**src/rtl/serial_adder_pkg.sv**
```systemverilog
// Shared FSM encoding and sizing helper for the bit-serial adder.
package serial_adder_pkg;

  typedef enum logic [1:0] {
    IDLE = 2'd0,
    RUN  = 2'd1,
    DONE = 2'd2
  } state_t;

  // Bit-index width: ceil(log2(w)), never below one bit.
  function automatic int cnt_w(input int w);
    return (w <= 2) ? 1 : $clog2(w);
  endfunction

endpackage

```
**src/rtl/full_adder.sv**
```systemverilog
// 1-bit full-adder cell; the only arithmetic in the serial adder.
module full_adder (
  input  logic a,
  input  logic b,
  input  logic cin,
  output logic sum,
  output logic cout
);

  assign sum  = a ^ b ^ cin;
  assign cout = (a & b) | (cin & (a ^ b));

endmodule

```
**src/rtl/serial_adder_ctrl.sv**
```systemverilog
// Bit-serial adder: one full-adder cell per clock, LSB first, with IDLE/RUN/DONE handshake.
module serial_adder_ctrl
  import serial_adder_pkg::*;
#(
  parameter int WIDTH = 8
) (
  input  logic             clk,
  input  logic             rst_n,
  input  logic             start,
  input  logic [WIDTH-1:0] a,
  input  logic [WIDTH-1:0] b,
  input  logic             cin,
  output logic             ready,
  output logic             busy,
  output logic             done,
  output logic [WIDTH-1:0] sum,
  output logic             cout,
  output logic             overflow
);

  localparam int            CW   = cnt_w(WIDTH);
  localparam logic [CW-1:0] LAST = CW'(WIDTH - 1);

  state_t           state;
  logic [WIDTH-1:0] a_sh;
  logic [WIDTH-1:0] b_sh;
  logic             carry;
  logic [CW-1:0]    idx;
  logic             cell_sum;
  logic             cell_cout;

  full_adder u_fa (
    .a    (a_sh[0]),
    .b    (b_sh[0]),
    .cin  (carry),
    .sum  (cell_sum),
    .cout (cell_cout)
  );

  always_ff @(posedge clk or negedge rst_n) begin
    if (!rst_n) begin
      state    <= IDLE;
      ready    <= 1'b1;
      busy     <= 1'b0;
      done     <= 1'b0;
      sum      <= '0;
      cout     <= 1'b0;
      overflow <= 1'b0;
      carry    <= 1'b0;
      idx      <= '0;
      a_sh     <= '0;
      b_sh     <= '0;
    end else begin
      case (state)
        IDLE: begin
          if (start) begin
            state <= RUN;
            ready <= 1'b0;
            busy  <= 1'b1;
            a_sh  <= a;
            b_sh  <= b;
            carry <= cin;
            idx   <= '0;
            sum   <= '0;
          end
        end
        RUN: begin
          // Operands shift right so the cell always sees the current bit at [0].
          sum[idx] <= cell_sum;
          carry    <= cell_cout;
          a_sh     <= a_sh >> 1;
          b_sh     <= b_sh >> 1;
          if (idx == LAST) begin
            state    <= DONE;
            busy     <= 1'b0;
            done     <= 1'b1;
            cout     <= cell_cout;
            overflow <= carry ^ cell_cout;
          end else begin
            idx <= idx + CW'(1);
          end
        end
        DONE: begin
          state <= IDLE;
          done  <= 1'b0;
          ready <= 1'b1;
        end
        default: begin
          state <= IDLE;
          ready <= 1'b1;
          busy  <= 1'b0;
          done  <= 1'b0;
        end
      endcase
    end
  end

endmodule

```
**config.mk**
```make
export PLATFORM = sky130hd
export DESIGN_NAME = serial_adder_ctrl
export DESIGN_NICKNAME = d
export VERILOG_FILES = /design/src/rtl/serial_adder_pkg.sv /design/src/rtl/full_adder.sv /design/src/rtl/serial_adder_ctrl.sv
export SDC_FILE = /design/constraint.sdc
export NUM_CORES = 1
export LEC_CHECK = 0
export BUFFER_PORTS_ARGS = -buffer_cell sky130_fd_sc_hd__buf_2
export CAP_MARGIN = 0
export CORE_MARGIN = 4
export CORE_UTILIZATION = 54
export DETAILED_ROUTE_END_ITERATION = 8
export GPL_ROUTABILITY_DRIVEN = 0
export HOLD_SLACK_MARGIN = 0.12
export PLACE_DENSITY = 0.78
export SLEW_MARGIN = 15
export SYNTH_ARGS = -nofsm -noshare
export SYNTH_HDL_FRONTEND = slang
export SYNTH_SLANG_ARGS = --single-unit
```
**constraint.sdc**
```tcl
create_clock -name clk -period 2.2 [get_ports clk]
set_clock_uncertainty 0.05 [all_clocks]
set_input_delay 0.11 -clock clk [delete_from_list [all_inputs] [get_ports clk]]
set_output_delay 0.11 -clock clk [all_outputs]
set_load 0.02 [all_outputs]
```
---- Word-level counts from Yosys, hierarchy flattened ----
Cells that the tools add are included.
storage, ports and cells
  word-level logic and storage cells ...... 63
  latch bits .............................. 0
  flip-flop bits (word level) ............. 35
  memory bits (read-only) ................. 0
  output and inout port bits .............. 13
  memory bits (writable) .................. 0
  memories ................................ 0
  input bits .............................. 20
operators by class
  order comparisons ....................... 2
  reductions and logical operators ........ 10
  muxes and demuxes ....................... 24
  add/subtract/negate cells ............... 1
  multiply operators ...................... 0
  equal/unequal tests ..................... 6
  div/mod/pow operators ................... 0
  bitwise logic cells ..................... 9
  shift operators ......................... 0
operators by type and width
  cell                 count
  $pmux 8 s2           3
  $mux 8               3
  $reduce_and 2->1     5
  $bwmux 8             1
  $mux 1               6
  $mux 3               2
  $ne 2x2->1 const B   3
  $pmux 1 s2           3
  $pmux 3 s2           1
  $reduce_and 3->1     2
  $lt 3x4->1 const B   1
  $mux 2               2
  $pmux 2 s2           1
  $add 3x1->3 const B  1
  $demux 1 s3          1
  $eq 3x3->1 const B   1
  $ge 3x1->1 const B   1
  $not 1->1            3
  $pmux 1 s3           1
  $xor 1x1->1          3
  $and 1x1->1          2
  $eq 2x1->1 const B   1
  $eq 2x2->1 const B   1
  $logic_not 2->1      1
  3 further kinds      3

---- Logic depth before layout (Yosys ltp) ----
  depth in word-level cells ............... 6
  mapped depth ............................ 5
  mapped depth without buffers ............ 5

---- Cells and area by module ----
Synthesis repeated with hierarchy kept, for this count alone.
second synthesis, totals
  cells, all modules ...................... 149
  area total of the unflattened synthesis .. 1,654.1 µm²
modules (own cells, without submodules)
  module             area an instance (µm²)  cells an instance  times used  sequential area each (µm²)
  serial_adder_ctrl  1,634.1                 148                1           877.1
  full_adder         20.0                    1                  1           0.0

---- Least setup slack after synthesis ----
Ideal clock, no wire load.
  path type ............................... register to register
  from .................................... reg idx[1]
  to ...................................... reg idx[0]
  arrival ................................. 1.403 ns
  stages on the path, launching flop included .. 5
  buffers on the path ..................... 0
  library setup time ...................... 0.125 ns
  period minus slack after synthesis ...... 1.578 ns
  setup slack ............................. 0.622 ns
  data required time ...................... 2.025 ns
  path through ............................ dfrtp_1 > ha_1 > ha_1 > a21oi_4 > mux2_2
on the way
  longest elaborated chain between the ends .. 3
RTL lines
  element                     line                     RTL
  start: declaration          serial_adder_ctrl.sv:28  logic [CW-1:0] idx;
  start signal: assignment    serial_adder_ctrl.sv:80  idx <= idx + CW'(1);
  $eq 3x3->1                  serial_adder_ctrl.sv:73  if (idx == LAST) begin
  $ne 2x2->1 (no line)        --
  $reduce_and 3->1 (no line)  --
Every way passes these cells.
A chain may end at the register's enable or synchronous reset.

---- Worst setup path in the final report ----
  from .................................... reg state[1]
  to ...................................... reg b_sh[6]
on the way
  longest elaborated chain between the ends .. 3
  elaborated cells on any way between the ends .. 6
  classes of those cells .................. eq/ne: 2; mux: 1; reduce/logical: 3
RTL lines
  element                                                           line                     RTL
  start: declaration                                                serial_adder_ctrl.sv:24  state_t state;
  start signal: assignment                                          serial_adder_ctrl.sv:42  state <= IDLE;
  start signal: assignment                                          serial_adder_ctrl.sv:57  state <= RUN;
  start signal: assignment                                          serial_adder_ctrl.sv:74  state <= DONE;
  $eq 2x1->1 / $logic_not 2->1 (equally long branches)              serial_adder_ctrl.sv:54  case (state)
  $reduce_bool 2->1 (no line) / $ne 2x2->1 (equally long branches)  --
  $reduce_and 2->1 (no line)                                        --
  end signal: assignment                                            serial_adder_ctrl.sv:72  b_sh <= b_sh >> 1;
  end: declaration                                                  serial_adder_ctrl.sv:26  logic [WIDTH-1:0] b_sh;
Several ways; a longest one is shown, not always the timed one.

==> summary.txt <==
most common cell after layout, fill and taps aside: dfrtp_1
Pre-antenna DRT Iters: 4
Avg WL per Cell: 14.50 um
VDD IR max: 0.7083 mV
clk sinks: 35
Core ar.: 3053 um^2
Final min period: 1.735 ns
crit end category: flop
kind of critical path: reg -> reg
num rows: 20
Nets: 236
final hold violations: 0
Final Max Tran Viols: 0
drt initial violations: 101
die area: 4163 um^2
Ys Warns: 0
FF+latch area: 877.1 um^2
DR WL met2: 1889 um
CP Data Required Time: 2.36 ns
met1 WL: 1665 um
Synth cell types: 35
fin area: 2095 um^2
CTS tree: done
Crit path arrival time: 1.89 ns
vias: 1374
area added between synthesis and finish: 21.39%
RSZ-0062 raised after global routing: no
post-place instance area: 1904 um^2
Hold Path Depth: 4
top layer in use: met4
setup bufs post-CTS: 0
Clk pwr share: 0.125
total global-route track usage: 0.1958
CTS clk-pin slew, worst paths: 0.10 ns
final setup fails: 0
top-area cell type share of the netlist area: 0.4931
Chip Height: 64.53 um
Worst-Skew Late Latency: 0.33 ns
synth top area cells: dfrtp_1, o21ai_0, mux2i_1, a22oi_1, a21oi_1
largest net degree at the start of global routing: 36
global-route wire length before repair: 6237 um
io pins: 33
EDFF count, synth: 0
Syn Area/Cell: 10.27 um^2
CTS buffer count: 5
part of the power in registers: 0.427
post-synthesis sequential area ratio: 0.5083
antenna violation net count after detailed routing: 0
Met3 Wirelength: 128 um
Remaining DRCs: 0
Max Cap Viol: 0
H-tree depth: 2
Net Count, Synth: 191
ys async rst share: 1.000
Root Buffer: clkbuf_4
Post-Synthesis Cell Area: 1725 um^2
initial antenna violation count: 0
Syn Inst Count: 168
ys flop type: dfrtp_1
worst-path maximum fanout: 18
ant diodes: 0
via/cell ratio: 5.326
Layout fillers: 260
commonest cells after routing, fill and taps aside: dfrtp_1, buf_2, o21ai_0
Sw Pwr: 1.101 mW
outcome: complete, no violations
vias in the first global route: 1373
depth of the worst register-to-register path: 4
f_max: 576.3 MHz
cell internal pwr: 1.522 mW
post-synthesis register bit count: 35
power density cells: 1252 nW/um^2
grt total ovfl: 0
DIE WIDTH: 64.53 um
dpl hpwl: 2569 um
Multi-input gate area: 763.2 um^2
Lkg Pwr: 1.030 nW
worst-margin pin slew: 0.7735 ns
Port Buffers: 32
Final Routed Wirelength: 3740 um
normalized max-slew margin: 0.4843
Clock Path Buffers: 2
Initial Util: 0.5652
worst min path class: in -> reg
Tcrit/Tclk final: 0.7888
setup TNS: 0 ns
Combinational Power Share: 0.448
layout cell share with drive strength beyond 1: 0.2196
Sw Ratio: 0.4199
leading area contributor after synthesis: dfrtp_1
nature of the critical path startpoint: flop
worst max-delay path, stage by stage, from the launching register on:
cell and delay (ns):
dfrtp_1 0.65, buf_4 0.26, and2b_1 0.35, a21oi_1 0.22, o21ai_0 0.09
final timing paths:
kind                                      startpoint              endpoint  slack [ns]
max in group asynchronous                      rst_n  overflow$_DFFE_PN0P_        1.27
min in group asynchronous                      rst_n   b_sh[0]$_DFFE_PN0P_        0.33
worst max register to register  state[1]$_DFFE_PN0P_   b_sh[6]$_DFFE_PN0P_        0.46
worst min register to register      cout$_DFFE_PN0P_      cout$_DFFE_PN0P_        0.44
worst max-delay path            state[1]$_DFFE_PN0P_   b_sh[6]$_DFFE_PN0P_        0.46
worst min-delay path                            a[3]   a_sh[3]$_DFFE_PN0P_        0.16
per-layer routing:
metal,vias to the layer above,track usage
li1,677,-
met5,-,0
met1,664,0.2300
met2,26,0.3454
met4,0,0.07916
met3,7,0.04333
power by group through the flow:
stage / Clock, mW / Sequential, mW / Combinational (mW)
2_1_floorplan: 0 / 1.16 / 0.806
4_1_cts: 0.335 / 1.12 / 1.19
3_5_place_dp: 0 / 1.13 / 1.17
3_3_place_gp: 0 / 1.11 / 1.12
6_report: 0.329 / 1.12 / 1.17
5_1_grt: 0.374 / 1.16 / 1.31
repair_timing:
action / CTS / global route
gates resized for setup: 0 / 0
hold buffers: 14 / 0
endpoints found under the hold margin: 47 / 0
metrics by stage:
step / power, mW / utilization / std cells / hold WS [ns] / worst slack (ns)
4_1_cts: 2.638 / 0.6861 / 258 / 0.1485 / 0.4720
5_1_grt: 2.842 / 0.6861 / 258 / 0.1505 / 0.2877
2_1_floorplan: 1.970 / - / 168 / -0.2356 / 0.6222
6_report: 2.623 / 0.6861 / 258 / 0.1583 / 0.4647
3_3_place_gp: 2.233 / 0.6238 / 236 / 0.1666 / 0.5430
3_5_place_dp: 2.293 / 0.6238 / 236 / 0.1782 / 0.4772
Yosys cell counts, drive strengths merged (2+ instances only):
| library cell | number |
|---|---|
| nor2 | 3 |
| clkbuf | 3 |
| a21oi | 15 |
| and3b | 4 |
| nand2 | 18 |
| a22oi | 10 |
| nor2b | 7 |
| nand3 | 3 |
| ha | 2 |
| and2b | 4 |
| nand3b | 2 |
| inv | 7 |
| dfrtp | 34 |
| nor3 | 2 |
| buf | 8 |
| a2bb2oi | 4 |
| mux2i | 9 |
| o21ai | 20 |
cell type report:
class | instances | area share
Sequential cell | 35 | 0.4188
Multi-Input combinational cell | 115 | 0.3644
Timing Repair Buffer | 49 | 0.1541
Tap cell | 44 | 0.02628
Clock buffer | 7 | 0.02151
Inverter | 7 | 0.01254
Clock inverter | 1 | 0.002389
kinds of logic (layout without fill, tap and decap cells):
family	after synthesis	count (layout)	share of synthesized area
DFF	35	35	0.5083
and+or+nand+nor	48	48	0.1552
xor gates and xnor gates	1	1	0.005077
AOI/OAI and AO/OA	53	53	0.1973
buffers and inverters	18	64	0.04931
muxes	10	10	0.05874
adders and majority gates	3	3	0.02610
state kept, by name, indices dropped and copies added (netlist names):
signal and count:
overflow 1, b_sh 8, done 1, state 2, cout 1, ready 1
carry 1, a_sh 8, busy 1, idx 3, sum 8
Note: power is estimated with default switching activity, not from simulation.
